--- src/rtl/trap_controller_pkg.sv ---
// rtl/trap_controller_pkg.sv - exception codes, privilege states and region vectors for the trap controller
package trap_controller_pkg;

    localparam logic [3:0] E_FETCH_ADDR_MISALIGNED = 4'd0;
    localparam logic [3:0] E_FETCH_ACCESS_FAULT    = 4'd1;
    localparam logic [3:0] E_ILLEGAL_INSTR         = 4'd2;
    localparam logic [3:0] E_BREAKPOINT            = 4'd3;
    localparam logic [3:0] E_LOAD_ADDR_MISALIGNED  = 4'd4;
    localparam logic [3:0] E_LOAD_ACCESS_FAULT     = 4'd5;
    localparam logic [3:0] E_STORE_ADDR_MISALIGNED = 4'd6;
    localparam logic [3:0] E_STORE_ACCESS_FAULT    = 4'd7;
    localparam logic [3:0] E_ECALL                 = 4'd8;
    localparam logic [3:0] NO_E                    = 4'hF;

    typedef enum logic [1:0] {
        TS_RESET  = 2'd0,
        TS_NORMAL = 2'd1,
        TS_TRAP   = 2'd2,
        TS_HALT   = 2'd3
    } trap_state_t;

    localparam logic [31:0] TRAP_VECTOR  = 32'h0000_0000;
    localparam logic [31:0] RESET_VECTOR = 32'h0004_0000;
    localparam logic [31:0] TEXT_BASE    = 32'h0008_0000;

    // Regions are distinguished by pc[20:18] alone.
    localparam logic [2:0] REGION_TEXT  = TEXT_BASE[20:18];

endpackage

--- src/rtl/trap_controller_exception_code_pipe.sv ---
// rtl/trap_controller_exception_code_pipe.sv - carries fetch-stage exception codes from F through D to E
module exception_code_pipe
    import trap_controller_pkg::*;
(
    input  logic       i_clk,
    input  logic       i_rst_n,
    input  logic [3:0] i_code_f,
    input  logic       i_stall_d,
    input  logic       i_flush_d,
    input  logic       i_flush_e,
    input  logic       i_flush_fde,
    output logic [3:0] o_code_e
);

    logic [3:0] r_code_d;
    logic [3:0] r_code_e;

    // Flush is checked before stall so a trap can never leave a stale tag held in D.
    always_ff @(posedge i_clk) begin
        if (!i_rst_n) begin
            r_code_d <= NO_E;
            r_code_e <= NO_E;
        end else begin
            if (i_flush_d || i_flush_fde) begin
                r_code_d <= NO_E;
            end else if (!i_stall_d) begin
                r_code_d <= i_code_f;
            end
            if (i_flush_e || i_flush_fde) begin
                r_code_e <= NO_E;
            end else begin
                r_code_e <= r_code_d;
            end
        end
    end

    assign o_code_e = r_code_e;

endmodule

--- src/rtl/trap_controller.sv ---
// rtl/trap_controller.sv - precise trap FSM, privilege state and mepc/mcause/mtval CSRs
module trap_controller
    import trap_controller_pkg::*;
(
    input  logic        i_clk,
    input  logic        i_rst_n,
    input  logic [31:0] i_pc_f,
    input  logic [3:0]  i_exception_code_f,
    input  logic [3:0]  i_exception_code_e,
    input  logic [31:0] i_pc_e,
    input  logic [31:0] i_alu_out_e,
    input  logic        i_ret_e,
    input  logic        i_stall_d,
    input  logic        i_flush_d,
    input  logic        i_flush_e,
    output logic        o_redirect,
    output logic [31:0] o_redirect_pc,
    output logic        o_flush_fde,
    output logic        o_kill_e,
    output logic [31:0] o_mepc,
    output logic [3:0]  o_mcause,
    output logic [31:0] o_mtval,
    output logic        o_reset_permission,
    output logic        o_trap_permission,
    output logic        o_halt
);

    trap_state_t r_state;
    trap_state_t w_state_next;
    logic [31:0] r_mepc;
    logic [3:0]  r_mcause;
    logic [31:0] r_mtval;
    logic        r_reset_perm;
    logic        r_trap_perm;
    logic        r_halt;

    logic [3:0]  w_code_e;
    logic        w_carried;
    logic [3:0]  w_code;
    logic        w_exc;
    logic [31:0] w_tval;
    logic        w_unused_pc;

    exception_code_pipe u_code_pipe (
        .i_clk       (i_clk),
        .i_rst_n     (i_rst_n),
        .i_code_f    (i_exception_code_f),
        .i_stall_d   (i_stall_d),
        .i_flush_d   (i_flush_d),
        .i_flush_e   (i_flush_e),
        .i_flush_fde (o_flush_fde),
        .o_code_e    (w_code_e)
    );

    // A fetch fault carried with the instruction outranks anything E detects on it.
    assign w_carried   = (w_code_e != NO_E);
    assign w_code      = w_carried ? w_code_e : i_exception_code_e;
    assign w_exc       = (w_code != NO_E);
    assign w_tval      = w_carried ? i_pc_e : i_alu_out_e;
    assign w_unused_pc = ^{i_pc_f[31:21], i_pc_f[17:0]};

    always_comb begin
        o_redirect    = 1'b0;
        o_redirect_pc = 32'h0;
        o_flush_fde   = 1'b0;
        o_kill_e      = 1'b0;
        w_state_next  = r_state;
        if (i_rst_n) begin
            case (r_state)
                TS_RESET: begin
                    if (w_exc) begin
                        o_kill_e     = 1'b1;
                        o_flush_fde  = 1'b1;
                        w_state_next = TS_HALT;
                    end else if (i_pc_f[20:18] == REGION_TEXT) begin
                        w_state_next = TS_NORMAL;
                    end
                end
                TS_NORMAL: begin
                    if (w_exc) begin
                        o_kill_e      = 1'b1;
                        o_flush_fde   = 1'b1;
                        o_redirect    = 1'b1;
                        o_redirect_pc = TRAP_VECTOR;
                        w_state_next  = TS_TRAP;
                    end
                end
                TS_TRAP: begin
                    if (w_exc) begin
                        o_kill_e     = 1'b1;
                        o_flush_fde  = 1'b1;
                        w_state_next = TS_HALT;
                    end else if (i_ret_e) begin
                        o_redirect    = 1'b1;
                        o_redirect_pc = r_mepc + 32'd4;
                        o_flush_fde   = 1'b1;
                        w_state_next  = TS_NORMAL;
                    end
                end
                default: w_state_next = TS_HALT;
            endcase
        end
    end

    always_ff @(posedge i_clk) begin
        if (!i_rst_n) begin
            r_state      <= TS_RESET;
            r_mepc       <= 32'h0;
            r_mcause     <= NO_E;
            r_mtval      <= 32'h0;
            r_reset_perm <= 1'b1;
            r_trap_perm  <= 1'b0;
            r_halt       <= 1'b0;
        end else begin
            r_state      <= w_state_next;
            r_reset_perm <= (w_state_next == TS_RESET);
            r_trap_perm  <= (w_state_next == TS_TRAP);
            r_halt       <= (w_state_next == TS_HALT);
            // Only a first-level trap writes the CSRs; a double fault keeps the original cause.
            if (r_state == TS_NORMAL && w_exc) begin
                r_mepc   <= i_pc_e;
                r_mcause <= w_code;
                r_mtval  <= w_tval;
            end
        end
    end

    assign o_mepc             = r_mepc;
    assign o_mcause           = r_mcause;
    assign o_mtval            = r_mtval;
    assign o_reset_permission = r_reset_perm;
    assign o_trap_permission  = r_trap_perm;
    assign o_halt             = r_halt;

endmodule

--- config.mk ---
export PLATFORM = sky130hd
export DESIGN_NAME = trap_controller
export DESIGN_NICKNAME = d
export VERILOG_FILES = /design/src/rtl/trap_controller_pkg.sv /design/src/rtl/trap_controller_exception_code_pipe.sv /design/src/rtl/trap_controller.sv
export SDC_FILE = /design/constraint.sdc
export NUM_CORES = 1
export LEC_CHECK = 0
export BUFFER_PORTS_ARGS = -buffer_cell sky130_fd_sc_hd__buf_2
export CORE_UTILIZATION = 35
export CTS_CLUSTER_DIAMETER = 80
export DETAILED_ROUTE_END_ITERATION = 7
export GPL_TIMING_DRIVEN = 0
export MAX_ROUTING_LAYER = met4
export SYNTH_ARGS = -nofsm -noshare
export SYNTH_HDL_FRONTEND = slang
export SYNTH_SLANG_ARGS = --single-unit
--- constraint.sdc ---
create_clock -name i_clk -period 2.2 [get_ports i_clk]
set_input_delay 0.11 -clock i_clk [delete_from_list [all_inputs] [get_ports i_clk]]
set_output_delay 0.11 -clock i_clk [all_outputs]
set_load 0.01 [all_outputs]
Word-level counts from Yosys, hierarchy flattened
Index checks and enable logic that the tools add are counted.

storage, ports and cells
  flip-flop bits (word level) = 81
  bits of input ports = 110
  output and inout bits = 106
  logic and storage cells = 50

cells by class
  add/subtract/negate cells = 1
  equality and inequality tests = 7
  muxes and demuxes = 23
  bitwise gates (word level) = 1
  reductions and logical operators = 9

operators with widths
  operator                                                         count
  32-bit 2-to-1 mux                                                5
  32-bit by 3-bit adder with 32-bit output, second input constant  1
  2-bit 2-to-1 mux                                                 6
  1-bit 2-to-1 mux                                                 8
  4-bit inequality test, second input constant                     2
  2-bit == test, second input constant                             3
  2-bit case mux with 3 select lines                               1
  2-bit OR reduction                                               3
  2-bit logical NOT                                                2
  4-bit 2-to-1 mux                                                 1
  1-bit case mux with 2 select lines                               2
  3-bit by 2-bit == test with 1-bit output, second input constant  1
  3-bit OR reduction                                               1
  2-bit by 1-bit == test with 1-bit output, second input constant  1
  1-bit logical OR                                                 2
  1-bit logical AND                                                1
  1-bit NOT                                                        1

Logic depth before layout (Yosys ltp)
  word-level depth = 8
  mapped depth = 7
  mapped depth without buffers = 6

Modules after synthesis
Synthesis repeated with hierarchy kept, for this count alone.

second synthesis, totals
  cell total of the unflattened synthesis = 495
  area total of the unflattened synthesis = 4244.1 µm²

modules (own cells, without submodules)
  module               times used  cells an instance  area each (µm²)  seq. area each (µm²)
  trap_controller      1           472                3961.3           1461.4
  exception_code_pipe  1           23                 282.8            160.2

Least setup slack after synthesis
Ideal clock, no wire load.

  kind = register to output
  start = reg r_mepc[2], in the netlist o_mepc[2]
  end = out o_redirect_pc[22]
  arrival = 1.870 ns
  data required time = 2.090 ns
  path slack = 0.220 ns
  cell stages (with the launch flop) = 8
  path buffers = 2
  cells stage by stage = dfxtp_1 > ha_1 > and3_1 > buf_6 > nand4_4 > buf_6 > or4_1 > a21oi_1

between the ends
  longest elaborated chain between the ends = 5

ends and longest elaborated chain
  item                                      line                    source
  start, declared                           trap_controller.sv:30   logic [31:0] r_mepc;
  start signal, assigned                    trap_controller.sv:121  r_mepc <= i_pc_e;
  32-bit by 3-bit adder with 32-bit output  trap_controller.sv:95   o_redirect_pc = r_mepc + 32'd4;
  32-bit 2-to-1 mux                         trap_controller.sv:93   end else if (i_ret_e) begin
  32-bit 2-to-1 mux                         trap_controller.sv:89   if (w_exc) begin
  32-bit 2-to-1 mux                         -
  32-bit 2-to-1 mux                         trap_controller.sv:68   if (i_rst_n) begin
  end, declared                             trap_controller.sv:17   output logic [31:0] o_redirect_pc,

No other way between the ends.

Final worst setup path
  start = reg r_mepc[18], in the netlist o_mepc[18]
  end = out o_redirect_pc[30]

Same word-level chain as after synthesis.

==> flow_summary.json <==
{
  "place_area_mm2": 0.00519,
  "drt-initial-drc-count": 240,
  "ios": 216,
  "powerDensity_mw_per_mm2": 705,
  "synth_cell_type_count": 41,
  "path_class": "register to primary output",
  "drv_slew": 0,
  "grt_pass1_vias": 4161,
  "hold_viol_final": 0,
  "async_flop_share_pct": 0,
  "synth_flop_cell": "dfxtp_1",
  "clk_pin_slew_ps": 60,
  "synth_area_leaders": "dfxtp_1, nand2_1, a311oi_1, a21oi_1, nor2_1",
  "clock_path_buffers": 2,
  "dieArea_mm2": 0.0121,
  "cp.depth": 6,
  "drive_gt1_share_pct": 38.0,
  "crit_slowest_cell": "or4_1",
  "crit_required_ps": 2090,
  "grt_first_pass_wirelength_um": 21200,
  "seq_power_share_pct": 42.7,
  "synthAdderAreaFrac_pct": 1.53,
  "num_rows": 39,
  "switchingPower_mw": 1.19,
  "core_mm2": 0.0114,
  "cpPeakStageDelay_ps": 500,
  "htree_num_levels": 3,
  "dr.pass1.iters": 5,
  "rr_worst_depth": 7,
  "critPathArrivalTime_ps": 2040,
  "crit_path_max_fanout": 6,
  "finalSetupViolations": 0,
  "fp.dieH_um": 110,
  "yosysSeqAreaShare_pct": 39.7,
  "antenna_found_initial": 1,
  "dp.final_hpwl_um": 10800,
  "vdd_ir_drop_max_mv": 0.470,
  "routabilityCongestion": 0.878,
  "cts_buffers": 9,
  "ys_warn_count": 0,
  "maxCapViolations": 0,
  "start_util_pct": 35.9,
  "fin_crit_sh_pct": 97.7,
  "ys_ff_latch": 81,
  "fp.dieW_um": 110,
  "combPwrFrac_pct": 20.4,
  "pwr-share-clk_pct": 36.9,
  "synth_top_area_share_pct": 39.7,
  "grt_max_degree": 20,
  "total_power_mw": 4.08,
  "netlist_area_mm2": 0.00408,
  "min_period_ps": 2150,
  "syn_to_final_growth_pct": 41.6,
  "drc_errors": 0,
  "clk_latency_ps": 340,
  "cts_tree": "done",
  "clkSinkCount": 81,
  "rsz0062_at_grt": "yes",
  "routedWlPerCell_um": 15.8,
  "endpoint_kind": "primary output",
  "pre_cts_ws_ps": -33.3,
  "hp-class": "input port to register",
  "rr_endpoint": "o_mepc[2]",
  "syn_avg_cell_area_um2": 7.70,
  "n_antenna_cell": 0,
  "yosysMostFrequentCell": "nand2_1",
  "setup.worst_path.start": "o_mepc[18]",
  "grt_overflow": 0,
  "ff2ff_setup_slack_ps": 190,
  "p_sw_share_pct": 29.2,
  "yosys.area_share.simple_pct": 30.3,
  "nNetsFinal": 859,
  "dr_total_vias": 4669,
  "synth_edf_count": 0,
  "fin_area_mm2": 0.00578,
  "portBuffers": 185,
  "final.fill_count": 1167,
  "setup_tns_ps": 0,
  "finalWorstSetupSlack_ps": 49.6,
  "syn_nets": 645,
  "grtUsageTotal_pct": 23.6,
  "root_buffer": "clkbuf_16",
  "netlist_instances": 530,
  "synth_top_family_by_area": "simple AND/OR/NAND/NOR gates",
  "synth_xor_area_share_pct": 2.36,
  "status": "completed",
  "clock_skew_ps": 6.84,
  "path_cells": "and4_4 > nand4_4 > buf_6 > or4_1 > a21oi_2 > buf_2",
  "worstSetupEndpoint": "o_redirect_pc[30]",
  "tightest_slew_ps": 596,
  "synth_commonest_cells": "nand2_1, dfxtp_1, nor2_1, a21oi_1, a311oi_1",
  "worstHoldStart": "i_exception_code_f[2]",
  "slew_headroom_pct": 60.3,
  "yosysTopAreaCell": "dfxtp_1",
  "synth-compound-area-share_pct": 19.4,
  "leakage_nw": 2.58,
  "muxShareOfSynthArea_pct": 1.23,
  "vias_per_cell": 5.24,
  "critPathTopFamily": "simple AND/OR/NAND/NOR gates",
  "ant_nets": 0,
  "wirelength_um": 14100,
  "hold_slack_ps": 0.351,
  "path_buf_inv": 2,
  "p_int_mw": 2.88,
  "r2r-start": "r_state[1]",
  "fmax_mhz": 465,
  "startpoint_type": "register"
}
## placed cells by master (no fill, tap or decap), types with 5 or more instances in the layout
master / instances
nor2_1: 46
or4_1: 12
buf_2: 193
o31ai_1: 12
dfxtp_1: 61
mux2i_1: 5
clkbuf_16: 9
nand4_1: 8
clkbuf_1: 21
buf_6: 6
dfxtp_2: 10
dfxtp_4: 10
inv_1: 5
a21oi_1: 43
nand3_1: 18
nand2_1: 144
o211ai_1: 5
a21oi_2: 5
buf_4: 18
a311oi_1: 33
xor2_1: 7
## cells by family (layout without fill, tap and decap cells)
family,count (synthesis),in the layout
AO/OA/AOI/OAI,116,116
XOR/XNOR,11,11
adder cells (fa/ha/maj),5,5
buffers and inverters,46,264
flip-flops,81,81
multiplexers,5,5
AND/OR/NAND/NOR,266,266
## state kept, by name, summed over array words and instances (netlist names)
register and count:
o_halt 1, o_mcause 4, o_mepc 32, o_mtval 32, o_reset_permission 1, o_trap_permission 1
r_state 2, u_code_pipe.o_code_e 4, u_code_pipe.r_code_d 4
## how the worst min path moves through the flow
stage | end | slack, ps | cells past startpoint
floorplan | u_code_pipe.r_code_d[0] | 230 | 2
global placement | u_code_pipe.r_code_d[2] | 320 | 3
detailed placement | u_code_pipe.r_code_d[0] | 330 | 3
CTS | u_code_pipe.r_code_d[2] | 2 | 3
global route | o_mepc[3] | 20 | 3
finish | u_code_pipe.r_code_d[2] | 0.4 | 3
## stage by stage
stage / std cells / utilization [%]
5_1_grt: 891 / 50.8
3_5_place_dp: 858 / 45.6
6_report: 891 / 50.8
3_3_place_gp: 858 / 45.6
2_1_floorplan: 530 / -
4_1_cts: 888 / 50.1
## worst reg2reg max path: stages (launching register included)
cell and delay, ps:
dfxtp_2 350, inv_1 100, ha_1 260, a21boi_1 180, buf_2 350, clkbuf_1 420, nand2_1 140, a21oi_1 140
## final cells by class
| type | instances | area (um2) | area share [%] |
|---|---|---|---|
| clock inverters | 3 | 40.0 | 0.693 |
| multi-input cells | 403 | 2320 | 40.2 |
| repair buffers | 205 | 1090 | 18.8 |
| inverters | 6 | 22.5 | 0.390 |
| flip-flops and latches | 81 | 1670 | 28.9 |
| well taps | 143 | 179 | 3.10 |
| clock buffers | 12 | 256 | 4.44 |
| plain buffers | 38 | 200 | 3.46 |
## power by group through the flow
stage	Sequential (mW)	Combinational, mW	Clock [mW]
3_3_place_gp	1.76	0.789	0
6_report	1.74	0.831	1.50
4_1_cts	1.74	0.827	1.52
2_1_floorplan	1.81	0.395	0
5_1_grt	1.76	0.925	1.58
3_5_place_dp	1.77	0.803	0
## layer usage
layer / GRT usage, % / vias to the layer above / wire, um
li1: - / 2311 / -
met1: 30.2 / 2182 / 6350
met2: 38.4 / 161 / 6750
met3: 3.53 / 15 / 788
met4: 7.24 / 0 / 197
met5: - / - / 0
## repair_timing
item                                    in CTS  in global routing
endpoints found under the setup margin      29                 37
endpoints found under the hold margin        3                  0
pin swaps                                    6                 10
setup buffers                               13                  4
gates cloned                                 0                  0
gates resized for setup                     34                 28
hold buffers                                 3                  0
Note: power is estimated with default switching activity, not from simulation.
